[src/rtl/puf_challenge_driver.sv]
// rtl/puf_challenge_driver.sv - PUF challenge sweep initiator; define PUF_DONE_SYNC_EN to synchronize puf_done/puf_response
module puf_challenge_driver #(
  parameter int CHAL_W         = 8,
  parameter int RESP_W         = 8,
  parameter int SETTLE_CYCLES  = 4,
  parameter int TIMEOUT_CYCLES = 65535
) (
  input  logic              clk,
  input  logic              reset,
  input  logic              start,
  input  logic [CHAL_W-1:0] chal_first,
  input  logic [CHAL_W-1:0] chal_last,
  output logic [CHAL_W-1:0] challenge,
  output logic              enable,
  input  logic              puf_done,
  input  logic [RESP_W-1:0] puf_response,
  output logic              ack,
  output logic              out_valid,
  input  logic              out_ready,
  output logic [CHAL_W-1:0] out_chal,
  output logic [RESP_W-1:0] out_resp,
  output logic              out_err,
  output logic              busy,
  output logic              sweep_done
);

  typedef enum logic [2:0] {
    S_IDLE,
    S_SETTLE,
    S_RUN,
    S_CAPTURE,
    S_ACK,
    S_OUTPUT
  } state_e;

  // One shared 20-bit counter covers both the settle delay and the RUN timeout.
  localparam logic [19:0] SETTLE_LAST  = 20'(SETTLE_CYCLES - 1);
  localparam logic [19:0] TIMEOUT_LAST = 20'(TIMEOUT_CYCLES - 1);

  state_e            state_q, state_d;
  logic [CHAL_W-1:0] cur_q, cur_d;
  logic [CHAL_W-1:0] end_q, end_d;
  logic [19:0]       cnt_q, cnt_d;
  logic              err_q, err_d;
  logic [CHAL_W-1:0] out_chal_q, out_chal_d;
  logic [RESP_W-1:0] out_resp_q, out_resp_d;
  logic              out_err_q, out_err_d;
  logic              sweep_done_q, sweep_done_d;

  // PUF-side inputs as seen by the FSM
  logic              done_s;
  logic [RESP_W-1:0] resp_s;

`ifdef PUF_DONE_SYNC_EN
  logic [1:0]        done_sync_q, done_sync_d;
  logic [RESP_W-1:0] resp_sync1_q, resp_sync1_d;
  logic [RESP_W-1:0] resp_sync2_q, resp_sync2_d;

  // Two-stage shift of the asynchronous PUF done and response
  always_comb begin
    done_sync_d  = {done_sync_q[0], puf_done};
    resp_sync1_d = puf_response;
    resp_sync2_d = resp_sync1_q;
  end

  // Synchronizer flops
  always_ff @(posedge clk) begin
    if (reset) begin
      done_sync_q  <= '0;
      resp_sync1_q <= '0;
      resp_sync2_q <= '0;
    end else begin
      done_sync_q  <= done_sync_d;
      resp_sync1_q <= resp_sync1_d;
      resp_sync2_q <= resp_sync2_d;
    end
  end

  assign done_s = done_sync_q[1];
  assign resp_s = resp_sync2_q;
`else
  assign done_s = puf_done;
  assign resp_s = puf_response;
`endif

  // Next-state logic for the per-challenge handshake and sweep bookkeeping
  always_comb begin
    state_d      = state_q;
    cur_d        = cur_q;
    end_d        = end_q;
    cnt_d        = cnt_q;
    err_d        = err_q;
    out_chal_d   = out_chal_q;
    out_resp_d   = out_resp_q;
    out_err_d    = out_err_q;
    sweep_done_d = 1'b0;

    case (state_q)
      S_IDLE: begin
        if (start) begin
          cur_d   = chal_first;
          end_d   = chal_last;
          cnt_d   = '0;
          state_d = S_SETTLE;
        end
      end
      S_SETTLE: begin
        if (cnt_q == SETTLE_LAST) begin
          cnt_d   = '0;
          err_d   = 1'b0;
          state_d = S_RUN;
        end else begin
          cnt_d = cnt_q + 20'd1;
        end
      end
      S_RUN: begin
        // done takes priority over a timeout landing in the same cycle
        if (done_s) begin
          cnt_d   = '0;
          err_d   = 1'b0;
          state_d = S_CAPTURE;
        end else if (cnt_q == TIMEOUT_LAST) begin
          cnt_d   = '0;
          err_d   = 1'b1;
          state_d = S_CAPTURE;
        end else begin
          cnt_d = cnt_q + 20'd1;
        end
      end
      S_CAPTURE: begin
        out_chal_d = cur_q;
        out_resp_d = err_q ? '0 : resp_s;
        out_err_d  = err_q;
        state_d    = S_ACK;
      end
      S_ACK: begin
        // A timed-out PUF may never raise done, so the ack is a single pulse then
        if (err_q || !done_s) begin
          state_d = S_OUTPUT;
        end
      end
      S_OUTPUT: begin
        if (out_ready) begin
          if (cur_q == end_q) begin
            sweep_done_d = 1'b1;
            state_d      = S_IDLE;
          end else begin
            cur_d   = cur_q + CHAL_W'(1);
            cnt_d   = '0;
            state_d = S_SETTLE;
          end
        end
      end
      default: begin
        state_d = S_IDLE;
      end
    endcase
  end

  // State and datapath registers
  always_ff @(posedge clk) begin
    if (reset) begin
      state_q      <= S_IDLE;
      cur_q        <= '0;
      end_q        <= '0;
      cnt_q        <= '0;
      err_q        <= 1'b0;
      out_chal_q   <= '0;
      out_resp_q   <= '0;
      out_err_q    <= 1'b0;
      sweep_done_q <= 1'b0;
    end else begin
      state_q      <= state_d;
      cur_q        <= cur_d;
      end_q        <= end_d;
      cnt_q        <= cnt_d;
      err_q        <= err_d;
      out_chal_q   <= out_chal_d;
      out_resp_q   <= out_resp_d;
      out_err_q    <= out_err_d;
      sweep_done_q <= sweep_done_d;
    end
  end

  // Moore outputs decoded from the state; enable and ack live in disjoint states
  assign challenge  = cur_q;
  assign enable     = (state_q == S_RUN);
  assign ack        = (state_q == S_ACK);
  assign out_valid  = (state_q == S_OUTPUT);
  assign busy       = (state_q != S_IDLE);
  assign out_chal   = out_chal_q;
  assign out_resp   = out_resp_q;
  assign out_err    = out_err_q;
  assign sweep_done = sweep_done_q;

endmodule

[config.mk]
export PLATFORM = sky130hd
export DESIGN_NAME = puf_challenge_driver
export DESIGN_NICKNAME = d
export VERILOG_FILES = /design/src/rtl/puf_challenge_driver.sv
export SDC_FILE = /design/constraint.sdc
export NUM_CORES = 1
export LEC_CHECK = 0
export ABC_AREA = 1
export CORE_ASPECT_RATIO = 1.4
export CORE_MARGIN = 5
export CORE_UTILIZATION = 53
export CTS_CLUSTER_SIZE = 8
export DETAILED_ROUTE_END_ITERATION = 8
export MAX_ROUTING_LAYER = met4
export PLACE_DENSITY_LB_ADDON = 0.05
export SETUP_SLACK_MARGIN = 0.4
export SLEW_MARGIN = 25
export SYNTH_ARGS = -nofsm -noshare
export SYNTH_HDL_FRONTEND = slang
export SYNTH_SLANG_ARGS = --single-unit
[constraint.sdc]
create_clock -name clk -period 2.4 [get_ports clk]
set_clock_uncertainty 0.2 [all_clocks]
set_input_delay 0.24 -clock clk [delete_from_list [all_inputs] [get_ports clk]]
set_output_delay 0.24 -clock clk [all_outputs]
set_load 0.05 [all_outputs]
Word level (Yosys, flattened, before mapping) --
Cells that the tools add are included.
Word-level totals: register bits 58, bits in latches 0, memory bits (writable) 0, memory bits (read-only) 0, bits of input ports 29, output and inout bits 30, logic and storage cells 65, memories 0
Cells by class: add/subtract/negate cells 2, $mul 0, divide/modulo/power cells 0, $lt $le $gt $ge 0, equal/unequal tests 14, shifts and indexed selects 0, muxes and demuxes 25, bitwise logic cells 2, reduce and logical (&&, ||, !) cells 13
Operators by type and width (count):
- 20-bit two-way mux | 6
- 20-bit one-hot mux with 4 select lines | 1
- 8-bit two-way mux | 4
- 20-bit by 1-bit adder with 20-bit output, second input constant | 1
- 20-bit by 16-bit == test with 1-bit output, second input constant | 1
- 20-bit by 2-bit == test with 1-bit output, second input constant | 1
- 3-bit two-way mux | 6
- 3-bit one-hot mux with 6 select lines | 1
- 8-bit one-hot mux with 2 select lines | 1
- 8-bit by 1-bit adder with 8-bit output, second input constant | 1
- 8-bit == test | 1
- 4-bit AND reduction | 2
- 3-bit by 2-bit == test with 1-bit output, second input constant | 2
- 3-bit == test, second input constant | 2
- 2-bit inequality test, second input constant | 3
- 1-bit two-way mux | 5
- 5-bit AND reduction | 1
- 2-bit by 1-bit inequality test with 1-bit output, second input constant | 2
- 2-bit nonzero test | 2
- 4-bit nonzero test | 1
- 3-bit by 1-bit == test with 1-bit output, second input constant | 1
- 3-bit zero test | 1
- 3-bit by 1-bit inequality test with 1-bit output, second input constant | 1
- 3-bit AND reduction | 1
- other kinds (7) | 8

Logic depth before layout (Yosys ltp) --
depth after elaboration 4, mapped depth 12, depth with buffers taken out 12

Least setup slack after synthesis --
OpenSTA, ideal clock, no wires.
path kind reg-to-reg, from register cur_q[3] (netlist: challenge[3]), to register cnt_q[11], setup time 0.121 ns, arrival time 1.713 ns, data required time 2.079 ns, setup slack 0.365 ns, cell stages (with the launch flop) 11, clock period less this slack 2.035 ns, cell sequence dfxtp_1 -> buf_2 -> xnor2_1 -> nand2_1 -> nor2_2 -> nand3_4 -> buf_2 -> nand3_1 -> nand2_1 -> nand2_1 -> nor2_1
On the way: longest elaborated chain between the ends 3
RTL lines:
- start, declared | RTL line 41 | logic [CHAL_W-1:0] cur_q, cur_d;
- start signal, assigned | RTL line 174 | cur_q <= cur_d;
- 8-bit == test | RTL line 144 | if (cur_q == end_q) begin
- 2-bit inequality test (no line)
- 4-bit AND reduction (no line)
- end signal, assigned | RTL line 176 | cnt_q <= cnt_d;
- end, declared | RTL line 43 | logic [19:0] cnt_q, cnt_d;
No other way between the ends. A chain may end at the register's enable or synchronous reset.

Worst setup path after layout --
from register out_chal_q[0] (netlist: out_chal[0]), to output port out_chal[0]
RTL lines:
- start, declared | RTL line 45 | logic [CHAL_W-1:0] out_chal_q, out_chal_d;
- start signal, assigned | RTL line 178 | out_chal_q <= out_chal_d;
- end, declared | RTL line 20 | output logic [CHAL_W-1:0] out_chal,
No word-level cell between the ends.

==> reports/results.tsv <==
stage	metric	value	unit
status	status	completed	
synthesis	largest cells by area after synthesis	dfxtp_1 (35%), nand2_1 (18%), inv_1 (7.3%)	
cells_and_area	area grow syn2layout	27.0	%
global_routing	global route total overflow	0	
worst_hold_path	HP Class	primary input to flop	
global_routing	largest net degree at the start of global routing	31	
clocking	Root Driver	clkbuf_8	
worst_setup_path	CP required	1.96	ns
worst_setup_path	Buf/Inv on CP	1	
placement	I/O Buffers	58	
synthesis	net count after synthesis	549	
synthesis	ys flop type	dfxtp_1	
detailed_routing	Routed WL	9080	um
detailed_routing	DRC Markers	0	
floorplan	die width	76.8	um
placement	Area after DPL	0.00395	mm^2
worst_setup_path	R2R setup slack	0.50	ns
sta	min Tclk post-route	1.95	ns
worst_setup_path	crit path launch type	flop	
detailed_routing	Initial DRT Pass Iterations	6	
cells_and_area	final non-filler cell total	655	
sta	final setup fails	0	
worst_setup_path	Crit. End Element	output port	
clocking	total CTS buffers	9	
global_routing	vias in the first global route	3368	
detailed_routing	via count	3496	
sta	period utilization	81.2	%
synthesis	Yosys top cell by area	dfxtp_1	
power	PD cells	592	mW/mm^2
global_routing	total track usage	23.7	%
sta	max-slew violations	0	
clocking	htree depth	3	
placement	dpl cells	639	
detailed_routing	Final ANT Viol Nets	0	
worst_setup_path	Crit Path Max Fanout	2	
worst_setup_path	R2R depth	9	
floorplan	core area	0.00617	mm^2
synthesis	Seq/Total Area, Yosys	35.1	%
worst_setup_path	RR Startpoint	cnt_q[0]$_SDFFE_PP0P_	
cells_and_area	Ant. Diodes	0	
worst_hold_path	Hold EP	out_resp[5]$_SDFFE_PP0P_	
cells_and_area	nets	611	
sta	Fmax	513	MHz
cells_and_area	share of cells above drive strength 1	12.9	%
cells_and_area	post-layout instance area	0.00421	mm^2
power	Tot Pwr	2490	uW
worst_setup_path	worst r2r dst	cnt_q[19]$_SDFFE_PP0P_	
worst_setup_path	kind of cell adding the most delay to the critical path	buffers and inverters	
worst_hold_path	hold path cells	3	
sta	RSZ-0062 raised after global routing	yes	
worst_setup_path	Setup Crit Path Kind	flop to output port	
worst_setup_path	crit path cell chain	clkdlybuf4s50_1	
floorplan	DIE HEIGHT	104	um
synthesis	Ys Warns	0	
synthesis	synthesized flop and latch total	58	
detailed_routing	routed length per placed instance	13.9	um
placement	post-DP HPWL	6670	um
worst_setup_path	CP max stage cell	clkdlybuf4s50_1	
power	Max VDD drop	0.000424	V
synthesis	Mapped Cells	517	
synthesis	ys async rst share	0	%
floorplan	Starting Density	53.7	%
job	Max-Cap Viols	0	
synthesis	most frequent cell after synthesis	nand2_1	
synthesis	synthesized area	0.00331	mm^2
detailed_routing	Starting DRT DRC Count	308	
worst_setup_path	crit-path max cell delay	0.83	ns
placement	gpl congestion	0.982	
power	Leak	0.00191	uW
synthesis	synth cell count leaders	nand2_1 (156), inv_1 (64), dfxtp_1 (58)	
clocking	maximum clock insertion buffer count	2	
synthesis	mean post-synth cell area	6.41	um^2
global_routing	initial antenna violation count	0	
sta	worst slew pin tran	0.538	ns
floorplan	Ports	59	
clocking	CTS clk-pin slew, worst paths	0.07	ns
clocking	clk sink count	58	
detailed_routing	via/cell ratio	5.34	
sta	final hold slack	0.238	ns
synthesis	EDFF count, synth	0	
synthesis	post-synth top area share	35.1	%
worst_setup_path	WP data arrival	1.51	ns
worst_hold_path	hold_sp	puf_response[5]	
clocking	CTS tree	yes	
sta	Max-slew headroom	64.0	%
synthesis	count of different cell masters after synthesis	33	
global_routing	first-pass GRT wire length	15100	um
clocking	clk_lat worst skew	0.35	ns
floorplan	num rows	34	
sta	Hold Vio Cnt, Final	0	
sta	setup TNS	0	ns
floorplan	Die ar.	0.00795	mm^2
==> state kept, by name (all words and copies together) (netlist names) <==
signal      flops
sweep_done      1
challenge       8
out_resp        8
state_q         3
out_chal        8
err_q           1
out_err         1
end_q           8
cnt_q          20
==> metrics by stage <==
step                worst slack [ns]  utilization, %
finish                         0.451            68.2
global placement               0.376            64.1
detailed placement             0.332            64.1
global route                   0.377            68.2
floorplan                      0.454               -
CTS                            0.394            67.4
==> worst max path at each step <==
stage / end / startpoint / cells past startpoint / slack (ns)
floorplan: cnt_q[11]$_SDFFE_PP0P_ / challenge[4]$_SDFFE_PP0P_ / 10 / 0.45
global placement: challenge[6]$_SDFFE_PP0P_ / state_q[2]$_SDFFE_PP0P_ / 7 / 0.38
detailed placement: challenge[6]$_SDFFE_PP0P_ / state_q[2]$_SDFFE_PP0P_ / 7 / 0.33
CTS: busy / state_q[1]$_SDFFE_PP0P_ / 3 / 0.39
global route: enable / state_q[2]$_SDFFE_PP0P_ / 4 / 0.38
finish: out_chal[0] / out_chal[0]$_SDFFE_PP0P_ / 1 / 0.45
==> worst min-delay path: stages <==
cell	delay, ns
clkdlybuf4s50_1	0.39
nand2_1	0.06
a21oi_1	0.05
==> area by class of cell <==
cell class                      count  area [um^2]
Clock buffer                       13          169
Clock inverter                      2         35.0
Fill cell                         571         1960
Inverter                           70          263
Multi-Input combinational cell    372         1830
Sequential cell                    58         1180
Tap cell                           72         90.1
Timing Repair Buffer               68          641
==> what timing repair did <==
action	in CTS	in global routing
buffers inserted	0	1
hold buffers	0	0
pin swaps	0	3
gates resized for setup	14	17
setup endpoints to repair	23	32
==> layout by cell type (no fill, tap or decap), types with 3 or more instances in the layout <==
cell,count
nand4_1,21
dfxtp_1,46
clkbuf_8,12
nor2_2,10
dlygate4sd2_1,7
nand3_1,35
buf_4,12
inv_1,63
nor2_1,50
o21ai_0,26
nand2_1,156
clkdlybuf4s50_1,46
o21ai_1,3
a21oi_1,39
dfxtp_2,11
inv_2,7
xnor2_1,6
==> routing by layer <==
layer | share of wire, % | routed length, um | vias to the layer above | global-route usage, %
met5 | 0 | 0 | - | -
met4 | 3.7 | 337 | 0 | 12.5
met3 | 3.8 | 349 | 34 | 3.99
met2 | 52 | 4690 | 102 | 41.8
met1 | 41 | 3690 | 1592 | 24.9
li1 | - | - | 1768 | -
==> logic make-up after synthesis <==
family / synth area share [%]
AO/OA/AOI/OAI: 11.6
XOR/XNOR: 2.12
adder cells (fa/ha/maj): 1.13
AND/OR/NAND/NOR: 39.2
flip-flops: 35.1
buffers and inverters: 10.9
==> report_power, final <==
| part | switching, uW | total [uW] | leakage (uW) | internal (uW) |
|---|---|---|---|---|
| registers | 52.7 | 1060 | 0.000477 | 1010 |
| logic | 309 | 479 | 0.00132 | 170 |
| clock network | 393 | 951 | 0.000106 | 557 |
| total | 754 | 2490 | 0.00191 | 1730 |
No activity file was read; power rests on OpenSTA's default activity.
